### config.mk
export PLATFORM = sky130hd
export DESIGN_NAME = axil_mem_master
export DESIGN_NICKNAME = d
export VERILOG_FILES = /design/src/rtl/axil_mem_master_pkg.sv /design/src/rtl/axil_mem_master.sv
export SDC_FILE = /design/constraint.sdc
export NUM_CORES = 1
export LEC_CHECK = 0
export BUFFER_PORTS_ARGS = -buffer_cell sky130_fd_sc_hd__clkbuf_2
export CAP_MARGIN = 5
export CORE_UTILIZATION = 47
export CTS_CLUSTER_SIZE = 25
export DETAILED_ROUTE_END_ITERATION = 7
export HOLD_SLACK_MARGIN = 0.05
export PLACE_DENSITY = 0.84
export SLEW_MARGIN = 20
export SYNTH_ARGS = -nofsm -noshare
export SYNTH_HDL_FRONTEND = slang
export SYNTH_SLANG_ARGS = --single-unit
### constraint.sdc
create_clock -name clk -period 11 [get_ports clk]
set_input_delay 2.2 -clock clk [delete_from_list [all_inputs] [get_ports clk]]
set_output_delay 2.2 -clock clk [all_outputs]
set_load 0.02 [all_outputs]
### src/rtl/axil_mem_master_pkg.sv
// Shared FSM state encoding and AXI response codes for the AXI-lite memory master.
package axil_mem_master_pkg;

  typedef enum logic [2:0] {
    IDLE,
    RD_ADDR,
    RD_DATA,
    WR_REQ,
    WR_RESP,
    ERR
  } state_t;

  localparam logic [1:0] OKAY   = 2'b00;
  localparam logic [1:0] EXOKAY = 2'b01;
  localparam logic [1:0] SLVERR = 2'b10;
  localparam logic [1:0] DECERR = 2'b11;

endpackage

### src/rtl/axil_mem_master.sv
// Single-outstanding request-to-AXI-lite master: one read or write per request, 3-cycle minimum latency.
// Requests are stalled (req_ready=0) until the current transaction's response pulse.
module axil_mem_master
  import axil_mem_master_pkg::*;
#(
  parameter logic [31:0] ADDR_LO = 32'h8000_0000,
  parameter logic [31:0] ADDR_HI = 32'h87FF_FFFF
) (
  input  logic        clk,
  input  logic        rst,
  input  logic        req_valid,
  output logic        req_ready,
  input  logic        req_wen,
  input  logic [31:0] req_addr,
  input  logic [31:0] req_wdata,
  input  logic [3:0]  req_wstrb,
  output logic        resp_valid,
  output logic [31:0] resp_rdata,
  output logic        resp_err,
  output logic [31:0] araddr,
  output logic        arvalid,
  input  logic        arready,
  input  logic [31:0] rdata,
  input  logic [1:0]  rresp,
  input  logic        rvalid,
  output logic        rready,
  output logic [31:0] awaddr,
  output logic        awvalid,
  input  logic        awready,
  output logic [31:0] wdata,
  output logic [3:0]  wstrb,
  output logic        wvalid,
  input  logic        wready,
  input  logic [1:0]  bresp,
  input  logic        bvalid,
  output logic        bready
);

  state_t      r_state;
  state_t      w_next;
  logic [31:0] r_addr;
  logic [31:0] r_wdata;
  logic [3:0]  r_wstrb;
  logic        r_wen;
  logic        r_aw_done;
  logic        r_w_done;
  logic        r_resp_vld;
  logic        r_resp_err;
  logic [31:0] r_resp_rdata;

  logic w_accept;
  logic w_in_range;
  logic w_resp_hs;

  assign w_in_range = (req_addr >= ADDR_LO) && (req_addr <= ADDR_HI);
  assign w_accept   = req_valid && (r_state == IDLE);
  assign w_resp_hs  = (rready && rvalid) || (bready && bvalid);

  assign araddr     = r_addr;
  assign awaddr     = r_addr;
  assign wdata      = r_wdata;
  assign wstrb      = r_wstrb;
  assign resp_valid = r_resp_vld;
  assign resp_rdata = r_resp_rdata;
  assign resp_err   = r_resp_err;

  always_ff @(posedge clk or posedge rst) begin
    if (rst) r_state <= IDLE;
    else     r_state <= w_next;
  end

  // All AXI valids/readies decode from registered state only.
  always_comb begin
    w_next    = r_state;
    req_ready = 1'b0;
    arvalid   = 1'b0;
    rready    = 1'b0;
    awvalid   = 1'b0;
    wvalid    = 1'b0;
    bready    = 1'b0;
    case (r_state)
      IDLE: begin
        req_ready = 1'b1;
        if (req_valid) begin
          if (!w_in_range) w_next = ERR;
          else if (req_wen) w_next = WR_REQ;
          else w_next = RD_ADDR;
        end
      end
      RD_ADDR: begin
        arvalid = 1'b1;
        if (arready) w_next = RD_DATA;
      end
      RD_DATA: begin
        rready = 1'b1;
        if (rvalid) w_next = IDLE;
      end
      WR_REQ: begin
        awvalid = !r_aw_done;
        wvalid  = !r_w_done;
        if ((r_aw_done || awready) && (r_w_done || wready)) w_next = WR_RESP;
      end
      WR_RESP: begin
        bready = 1'b1;
        if (bvalid) w_next = IDLE;
      end
      ERR:     w_next = IDLE;
      default: w_next = IDLE;
    endcase
  end

  always_ff @(posedge clk or posedge rst) begin
    if (rst) begin
      r_addr    <= '0;
      r_wdata   <= '0;
      r_wstrb   <= '0;
      r_wen     <= 1'b0;
      r_aw_done <= 1'b0;
      r_w_done  <= 1'b0;
    end else if (w_accept) begin
      r_addr    <= req_addr;
      r_wdata   <= req_wdata;
      r_wstrb   <= req_wstrb;
      r_wen     <= req_wen;
      r_aw_done <= 1'b0;
      r_w_done  <= 1'b0;
    end else begin
      if (awvalid && awready) r_aw_done <= 1'b1;
      if (wvalid && wready)   r_w_done  <= 1'b1;
    end
  end

  // Out-of-range requests answer during the ERR cycle itself; writes leave rdata untouched.
  always_ff @(posedge clk or posedge rst) begin
    if (rst) begin
      r_resp_vld   <= 1'b0;
      r_resp_err   <= 1'b0;
      r_resp_rdata <= '0;
    end else begin
      r_resp_vld <= 1'b0;
      if (w_accept && !w_in_range) begin
        r_resp_vld   <= 1'b1;
        r_resp_err   <= 1'b1;
        r_resp_rdata <= '0;
      end else if (w_resp_hs) begin
        r_resp_vld <= 1'b1;
        r_resp_err <= r_wen ? (bresp != OKAY) : (rresp != OKAY);
        if (!r_wen) r_resp_rdata <= rdata;
      end
    end
  end

endmodule
==> flow_metrics.py, run 1 <==
metrics = {
    "run_status": {
        "status": "finished, violations left",
        "failed_checks": "design-rule violations",
    },
    "grt": {
        "antenna_found_initial": 0,
        "grt-ovfl-total": 0,
        "grt_pass1_wl_mm": 15.8,
        "grt_pass1_vias": 3256,
        "grt_max_degree": 73,
        "grt_usage": 0.206,
    },
    "route": {
        "num_vias": 3279,
        "ant_nets": 0,
        "dr.pass1.iters": 8,
        "drtIter0Drc": 86,
        "wire_per_inst_um": 15.9,
        "detail_route.vias_per_cell": 5.16,
        "drc": 15,
        "routed_wirelength_mm": 10.1,
    },
    "synthesis": {
        "synthMuxAreaShare": 0.180,
        "avgSynthCellArea_um2": 14.4,
        "ys_types": 27,
        "yosys_register_bits": 108,
        "yosysSeqAreaShare": 0.618,
        "synth_top_family_by_area": "multiplexers",
        "synth-simple-area-share": 0.0300,
        "synthCells": 304,
        "synth_compound_area_frac": 0.0932,
        "synth-xor-area-share": 0,
        "synth.net_count": 417,
        "synth_fa_ha_area_frac": 0,
        "ys_warn_count": 0,
        "syn_area_mm2": 0.00438,
    },
    "worst_setup_path": {
        "crit_fanout": 11,
        "critPathSlowestCell": "dfrtp_1",
        "start_kind": "register",
        "arrival_ps": 1660,
        "crit_type": "register to output port",
        "slowest_delay_ps": 640,
        "cp.required_ps": 8800,
        "crit_chain": "and2b_1, nand2_1, nor2_1, clkbuf_2",
        "endpoint_kind": "output port",
    },
    "final_layout": {
        "fin_cells": 635,
        "drive_above_1_share": 0.655,
        "final_core_util": 0.644,
        "nets": 635,
        "register_area_mm2": 0.00270,
        "area_growth_pct": 30.1,
        "num_antenna_cells": 0,
        "fill_cells": 710,
        "postLayoutCellArea_mm2": 0.00569,
        "multi_input_area_mm2": 0.00134,
    },
    "timing": {
        "relSlewSlack": 0.395,
        "setup_violations": 0,
        "rsz0062_at_grt": "false",
        "finalCritPeriodShare": 0.351,
        "fmax_ghz": 0.259,
        "final-hold-violation-count": 0,
        "finalMaxSlewViolations": 0,
        "worstMarginPinSlew_ps": 907,
        "period_needed_ps": 3860,
        "fin_tns_setup_ps": 0,
        "setup_slack_ps": 7140,
        "hold_slack_ps": 510,
        "fin_skew_ps": 10.1,
    },
    "power_and_ir_drop": {
        "irDropWorstVdd_mv": 0.179,
        "p_total_mw": 1.95,
        "power_density_mw_per_mm2": 342,
        "p_leak_nw": 3.00,
    },
    "placed_design": {
        "post-place-ws_ps": 6870,
        "place_area_mm2": 0.00549,
        "dp_cells": 619,
        "dp_hpwl_mm": 7.59,
        "gp_congestion": 0.787,
        "placement.io_buffers": 252,
    },
    "floorplan": {
        "num_rows": 34,
        "fp.dieW_um": 98.5,
        "die_y_um": 98.5,
        "start_util": 0.494,
        "ios": 253,
        "coreArea_mm2": 0.00885,
        "die_area_mm2": 0.00970,
    },
    "clock_tree": {
        "postCtsHoldBufs": 0,
        "clock_sinks": 108,
        "clock_latency_ps": 360,
        "cts_buffers": 9,
        "cts_resized": 0,
        "root_buffer": "clkbuf_8",
        "post-cts-setup-buffer-count": 0,
        "cts_tree": "yes",
        "h-tree-depth": 3,
        "clockBufferDepth": 2,
        "clk_transition_reported_paths_ps": 110,
    },
    "hold_path": {
        "hold_class": "register to register",
    },
    "job": {
        "drv_cap": 0,
    },
}
[synth_stat cells]
cell type	instances	area (um^2)
a21oi_1	2	10.0
a21oi_2	1	8.76
nor3b_1	1	7.51
buf_2	12	60.1
a211oi_2	1	12.5
a22o_1	32	280
mux2_2	70	788
and2b_1	1	7.51
o21bai_1	1	7.51
inv_1	4	15.0
nor4b_1	1	8.76
o21ai_0	6	30.0
nor3_4	1	16.3
a32oi_1	2	17.5
o22ai_1	2	12.5
nor2_1	4	15.0
o32ai_1	1	8.76
nor4_1	1	6.26
o211ai_1	1	7.51
dfrtp_1	108	2700
nand2_1	7	26.3
buf_4	36	270
a31oi_1	2	12.5
nor3_1	2	10.0
nand3b_1	2	15.0
and2_1	1	6.26
nand2b_1	2	12.5
[flip-flops by register name, indices dropped and copies added, names as in the netlist, 3 cells and up]
| name | count |
|---|---|
| araddr | 32 |
| r_state | 3 |
| wdata | 32 |
| resp_rdata | 32 |
| wstrb | 4 |
[routing by layer]
layer	GRT usage	part of all wire
met1	0.238	0.37
met2	0.369	0.52
met3	0.0603	0.084
met4	0.0677	0.019
met5	0	0
[kinds of logic after synthesis]
group,after synthesis
AOI/OAI and AO/OA,51
muxes,70
and+or+nand+nor,23
DFF,108
buffers and inverters,52
[worst max-delay path: cells and delay by family (launching register included)]
kind,cells,cell delay [ps]
flip-flops,1,640
AND/OR/NAND/NOR,3,480
buffers and inverters,1,200
[final timing paths]
check,from,to,slack [ps],depth (start not counted)
worst max-delay path,r_state[0],wvalid,7140,4
worst min-delay path,resp_rdata[9],resp_rdata[9],510,1
worst max register to register,r_state[2],resp_rdata[27],8610,5
worst min register to register,resp_rdata[9],resp_rdata[9],510,1
max in group asynchronous,rst,araddr[1],7950,3
min in group asynchronous,rst,wdata[24],1900,2
[placed cells by master, fill, tap and decap left out]
cell type / instances
a211oi_4: 1
a21oi_1: 2
a21oi_4: 1
a22o_1: 32
a31oi_1: 2
a32oi_1: 2
and2_1: 1
and2b_1: 1
buf_4: 2
buf_8: 1
bufinv_16: 1
clkbuf_2: 252
clkbuf_8: 9
clkinv_2: 1
clkinv_4: 2
dfrtp_1: 108
inv_1: 3
inv_4: 1
inv_6: 2
inv_8: 1
mux2_2: 70
nand2_1: 7
nand2b_1: 2
nand3b_1: 2
nor2_1: 4
nor3_1: 2
nor3_4: 1
nor3b_1: 1
nor4_1: 1
nor4b_1: 1
o211ai_1: 1
o21ai_0: 6
o21bai_1: 1
o22ai_1: 2
o32ai_1: 1
[final cells by class]
class,instances,area share
clock buffer,9,0.0218
multi-input combinational,144,0.236
sequential,108,0.475
tap,108,0.0237
clock inverter,7,0.0143
timing repair buffer,255,0.227
inverter,4,0.00308
[where the power goes]
| part | switching [mW] | total (mW) | leakage [nW] | internal [mW] |
|---|---|---|---|---|
| clock network | 0.136 | 0.245 | 0.106 | 0.109 |
| logic | 0.578 | 0.963 | 1.56 | 0.385 |
| registers | 0.143 | 0.741 | 1.33 | 0.598 |
Note: power is estimated with default switching activity, not from simulation.
==> run 2, diff against run 1 <==
--- a/config.mk
+++ b/config.mk
@@ -5,13 +5,15 @@
 export SDC_FILE = /design/constraint.sdc
 export NUM_CORES = 1
 export LEC_CHECK = 0
+export ABC_AREA = 1
 export BUFFER_PORTS_ARGS = -buffer_cell sky130_fd_sc_hd__clkbuf_2
 export CAP_MARGIN = 5
-export CORE_UTILIZATION = 47
+export CORE_ASPECT_RATIO = 1.75
+export CORE_UTILIZATION = 45
 export CTS_CLUSTER_SIZE = 25
 export DETAILED_ROUTE_END_ITERATION = 7
 export HOLD_SLACK_MARGIN = 0.05
-export PLACE_DENSITY = 0.84
+export PLACE_DENSITY = 0.79
 export SLEW_MARGIN = 20
 export SYNTH_ARGS = -nofsm -noshare
 export SYNTH_HDL_FRONTEND = slang
==> constraint.sdc (replaced) <==
create_clock -name clk -period 3.85 [get_ports clk]
set_input_delay 0.77 -clock clk [delete_from_list [all_inputs] [get_ports clk]]
set_output_delay 0.77 -clock clk [all_outputs]
set_load 0.02 [all_outputs]
==> run 2 against run 1 <==
Via count up 30%. Critical path depth up 1. Critical path type is now register to register. The flow now finishes without violations. First-iteration DRC count up 100%. Critical endpoint is now araddr[27].
==> flow_metrics.py, run 2 <==
metrics = {
    "clock_tree": {
        "root_buffer": "clkbuf_16",
        "h-tree-depth": 3,
        "post-cts-setup-buffer-count": 0,
        "postCtsHoldBufs": 0,
        "clock_latency_ps": 340,
        "clockBufferDepth": 2,
        "cts_buffers": 9,
        "cts_tree": "yes",
        "cts_resized": 0,
        "clock_sinks": 108,
        "clk_transition_reported_paths_ps": 70,
    },
    "timing": {
        "setup_slack_ps": 863,
        "rsz0062_at_grt": "false",
        "relSlewSlack": 0.308,
        "period_needed_ps": 2990,
        "finalMaxSlewViolations": 0,
        "fmax_ghz": 0.335,
        "fin_skew_ps": 10.2,
        "final-hold-violation-count": 0,
        "setup_violations": 0,
        "fin_tns_setup_ps": 0,
        "worstMarginPinSlew_ps": 1030,
        "finalCritPeriodShare": 0.776,
    },
    "synthesis": {
        "avgSynthCellArea_um2": 8.88,
        "synth_largest_area_cell": "dfrtp_1",
        "yosys_register_bits": 108,
        "synth.net_count": 650,
        "ys_warn_count": 0,
        "synth.top_cell.area_share": 0.567,
        "ys_types": 23,
        "yosysSeqAreaShare": 0.567,
        "ys_top_cells_by_area": "dfrtp_1, nand2_1, buf_4, nand3_1, nand3_2",
        "synthCells": 537,
        "synth-edff-count": 0,
        "yosysMostFrequentCell": "nand2_1",
        "async_reset_ff_frac": 1.00,
        "synth_ff_type": "dfrtp_1",
        "ys_top_cells_by_count": "nand2_1, dfrtp_1, nand3_1, buf_4, nand3_2",
        "syn_area_mm2": 0.00477,
    },
    "route": {
        "detail_route.vias_per_cell": 4.87,
        "drc": 0,
        "wire_per_inst_um": 13.8,
        "dr.pass1.iters": 4,
        "ant_nets": 0,
        "drtIter0Drc": 175,
        "routed_wirelength_mm": 12.1,
        "num_vias": 4261,
    },
    "final_layout": {
        "num_antenna_cells": 0,
        "final_common_cell": "nand2_1",
        "drive_above_1_share": 0.398,
        "fill_cells": 903,
        "register_area_mm2": 0.00270,
        "final_core_util": 0.591,
        "final_cell_mix": "nand2_1, clkbuf_2, dfrtp_1",
        "fin_cells": 875,
        "multi_input_area_mm2": 0.00158,
        "nets": 856,
        "area_growth_pct": 27.6,
    },
    "floorplan": {
        "fp.dieW_um": 79.8,
        "num_rows": 49,
        "ios": 253,
        "die_area_mm2": 0.0110,
        "die_y_um": 138,
        "coreArea_mm2": 0.0103,
        "start_util": 0.463,
    },
    "grt": {
        "grt-ovfl-total": 0,
        "grt_pass1_vias": 4005,
        "grt_use_met2": 0.404,
        "grt_pass1_wl_mm": 19.0,
        "grt_util_met1": 0.243,
        "use_met3": 0.0508,
        "busiest_layer": "met2",
        "antenna_found_initial": 0,
        "grt_max_degree": 73,
        "grt_usage": 0.220,
    },
    "power_and_ir_drop": {
        "p_switching_mw": 2.70,
        "irDropWorstVdd_mv": 0.542,
        "p_seq_frac": 0.363,
        "p_leak_nw": 3.69,
        "swShare": 0.478,
        "p_int_mw": 2.95,
        "clock_power_share": 0.153,
        "power_density_mw_per_mm2": 929,
        "p_comb_frac": 0.484,
    },
    "worst_setup_path": {
        "arrival_ps": 3220,
        "crit_chain": "nor2_4, nand2_2, nor2_8, clkinv_2, o21ai_1",
        "slowest_delay_ps": 980,
        "endpoint_kind": "register",
        "cp.required_ps": 4080,
        "crit_fanout": 72,
        "crit_type": "register to register",
        "start_kind": "register",
        "critPathSlowestCell": "clkinv_2",
    },
    "placed_design": {
        "gp_congestion": 0.819,
        "dp_cells": 859,
        "placement.io_buffers": 252,
        "dp_hpwl_mm": 9.00,
        "post-place-ws_ps": 953,
    },
    "hold_path": {
        "hold_class": "register to register",
    },
    "run_status": {
        "status": "finished clean",
    },
    "job": {
        "drv_cap": 0,
    },
}
## run 2: changes by cell type in the layout (fill, tap and decap cells not counted), sizes merged, moves of 3 or more
cell and delta:
nand2 +250, nor2 +4, a21oi -3, mux2 -70
a22o -32, nand3 +70, nand4 +3, inv +12
## run 2: area by class of cell
type	count	area share
clock buffers	11	0.0399
clock inverters	5	0.00576
inverters	20	0.0130
multi-input cells	351	0.260
flip-flops and latches	108	0.444
well taps	127	0.0261
repair buffers	253	0.211
## run 2: worst paths after layout
check	depth (start not counted)	from	slack, ps	end
max reg2reg	5	r_state[2]	860	araddr[27]
min in group asynchronous	2	rst	520	araddr[3]
max	5	r_state[2]	860	araddr[27]
min	2	wstrb[1]	470	wstrb[1]
max in group asynchronous	3	rst	2570	araddr[7]
min reg2reg	2	wstrb[1]	470	wstrb[1]
## run 2: stage by stage
stage	hold slack [ps]	total power [mW]	instance area, um^2
detailed placement	457	4.84	5800
finish	472	5.65	6080
global placement	456	4.74	5800
floorplan	528	4.07	4770
CTS	475	5.71	6080
global route	495	6.03	6080
## run 2: routing by layer
layer  vias up  share of wire  routed length, um
met5         -              0                  0
met4         0          0.020                240
met3        20          0.071                857
met1      2002           0.38               4600
li1       2054              -                  -
met2       185           0.53               6360
## run 2: power groups by stage
stage	clock [mW]	sequential, mW	combinational, mW
global placement	0	2.04	2.70
floorplan	0	2.64	1.43
detailed placement	0	2.07	2.77
CTS	0.888	2.05	2.77
finish	0.863	2.05	2.74
global route	0.929	2.11	2.98
## run 2: cell families (layout without fill, tap and decap cells)
group / after synthesis / count (layout) / synth area share
buffers and inverters: 78 / 289 / 0.101
AND/OR/NAND/NOR: 342 / 342 / 0.322
flip-flops: 108 / 108 / 0.567
AO/OA/AOI/OAI: 9 / 9 / 0.0105
## run 2: worst max-delay path: cells and delay by family, from the launching register on
family | cells | cell delay (ps)
AOI/OAI and AO/OA | 1 | 390
buffers and inverters | 1 | 980
DFF | 1 | 470
and+or+nand+nor | 3 | 980
==> run 3, diff against run 2 <==
--- a/config.mk
+++ b/config.mk
@@ -9,11 +9,11 @@
 export BUFFER_PORTS_ARGS = -buffer_cell sky130_fd_sc_hd__clkbuf_2
 export CAP_MARGIN = 5
 export CORE_ASPECT_RATIO = 1.75
-export CORE_UTILIZATION = 45
+export CORE_UTILIZATION = 41
 export CTS_CLUSTER_SIZE = 25
 export DETAILED_ROUTE_END_ITERATION = 7
 export HOLD_SLACK_MARGIN = 0.05
-export PLACE_DENSITY = 0.79
+export PLACE_DENSITY = 0.76
 export SLEW_MARGIN = 20
 export SYNTH_ARGS = -nofsm -noshare
 export SYNTH_HDL_FRONTEND = slang
==> constraint.sdc (replaced) <==
create_clock -name clk -period 2.74 [get_ports clk]
set_input_delay 0.548 -clock clk [delete_from_list [all_inputs] [get_ports clk]]
set_output_delay 0.548 -clock clk [all_outputs]
set_load 0.02 [all_outputs]
==> run 3 against run 2 <==
Clock power rose by 62%. Cell area rose by 2.1%. Final cell count rose by 1.5%. Clock skew fell by 2.7 ps. Count of clock-buffer cells in the layout fell by 1. Global-route usage fell by 1.8 points. Core utilization fell by 3.8 points. Critical path type unchanged. Largest power group unchanged.
==> flow_metrics.py, run 3 (synthesized netlist as in run 2, its figures left out) <==
metrics = {
    "final_layout": {
        "num_antenna_cells": 0,
        "final_cell_mix": "nand2_1, clkbuf_2, dfrtp_1",
        "final_common_cell": "nand2_1",
        "fin_cells": 888,
        "nets": 864,
        "multi_input_area_mm2": 0.00158,
        "register_area_mm2": 0.00270,
        "fill_cells": 1094,
        "drive_above_1_share": 0.405,
        "area_growth_pct": 30.2,
    },
    "route": {
        "ant_nets": 0,
        "drtIter0Drc": 147,
        "num_vias": 4204,
        "routed_wirelength_mm": 12.1,
        "drc": 0,
        "detail_route.vias_per_cell": 4.73,
        "dr.pass1.iters": 4,
        "wire_per_inst_um": 13.6,
    },
    "timing": {
        "finalCritPeriodShare": 0.788,
        "rsz0062_at_grt": "false",
        "fin_tns_setup_ps": 0,
        "setup_violations": 0,
        "fin_skew_ps": 7.48,
        "relSlewSlack": 0.674,
        "setup_slack_ps": 580,
        "finalMaxSlewViolations": 0,
        "worstMarginPinSlew_ps": 489,
        "fmax_ghz": 0.463,
        "final-hold-violation-count": 0,
        "period_needed_ps": 2160,
    },
    "power_and_ir_drop": {
        "p_int_mw": 4.36,
        "swShare": 0.466,
        "power_density_mw_per_mm2": 1320,
        "p_comb_frac": 0.475,
        "p_leak_nw": 3.75,
        "clock_power_share": 0.172,
        "p_switching_mw": 3.80,
        "irDropWorstVdd_mv": 0.672,
        "p_seq_frac": 0.354,
    },
    "grt": {
        "grt_pass1_vias": 4000,
        "grt_usage": 0.202,
        "antenna_found_initial": 0,
        "grt_pass1_wl_mm": 19.4,
        "grt_max_degree": 54,
        "grt-ovfl-total": 0,
    },
    "clock_tree": {
        "postCtsHoldBufs": 0,
        "clock_sinks": 108,
        "cts_resized": 0,
        "clk_transition_reported_paths_ps": 70,
        "cts_buffers": 9,
        "cts_tree": "yes",
        "clockBufferDepth": 2,
        "clock_latency_ps": 340,
        "root_buffer": "clkbuf_16",
        "post-cts-setup-buffer-count": 0,
        "h-tree-depth": 3,
    },
    "placed_design": {
        "gp_congestion": 0.795,
        "placement.io_buffers": 252,
        "dp_cells": 872,
        "post-place-ws_ps": 539,
        "dp_hpwl_mm": 9.08,
    },
    "floorplan": {
        "die_y_um": 145,
        "fp.dieW_um": 83.5,
        "ios": 253,
        "die_area_mm2": 0.0121,
        "num_rows": 51,
        "coreArea_mm2": 0.0112,
        "start_util": 0.424,
    },
    "run_status": {
        "status": "finished clean",
    },
    "worst_setup_path": {
        "cp.required_ps": 3010,
        "endpoint_kind": "register",
        "startpoint": "r_state[2]",
        "crit_fanout": 35,
        "start_kind": "register",
        "crit_type": "register to register",
        "reg2reg_from": "r_state[2]",
        "arrival_ps": 2430,
    },
    "hold_path": {
        "hold_class": "input pin to asynchronous set/reset pin",
    },
    "job": {
        "drv_cap": 0,
    },
}
[run 3: final cells by class]
cell class              instances  share of cell area
multi-input cells             351               0.255
repair buffers                261               0.218
flip-flops and latches        108               0.435
well taps                     132              0.0266
clock buffers                  10              0.0369
clock inverters                 6              0.0153
inverters                      20              0.0127
[run 3: routing by layer]
metal,global-route usage,vias to the layer above,part of all wire
li1,-,2068,-
met1,0.237,1942,0.39
met2,0.368,175,0.53
met3,0.0365,19,0.056
met4,0.0749,0,0.020
met5,0,-,0
[run 3: power by group through the flow]
stage	sequential (mW)	combinational [mW]	clock, mW
floorplan	3.71	2.01	0
global placement	2.89	3.84	0
detailed placement	2.90	3.93	0
CTS	2.89	3.93	1.43
global route	2.98	4.25	1.49
finish	2.89	3.88	1.40
[run 3: worst paths after layout]
kind | to | slack, ps | depth (start not counted)
max in group asynchronous | r_state[0] | 2020 | 3
min in group clk | araddr[24] | 400 | 3
min | wdata[1] | 110 | 2
max reg2reg | resp_err | 580 | 8
max | resp_err | 580 | 8
min reg2reg | wdata[31] | 470 | 2
[run 3: stage by stage]
step                hold slack [ps]  utilization  power, mW  area (um^2)
floorplan                       528            -       5.72         4770
global placement                453        0.524       6.73         5880
detailed placement              457        0.524       6.84         5880
CTS                             108        0.553       8.25         6210
global route                    113        0.553       8.72         6210
finish                          114        0.553       8.16         6210
[run 3: critical path, cell delays in order (launching register included)]
cell and delay [ps]:
dfrtp_1 470, nor2_4 170, nand2_2 110, nor2_8 280, buf_4 380, nand2_4 350, nand2_1 190, nand2_1 70
nand2_1 70
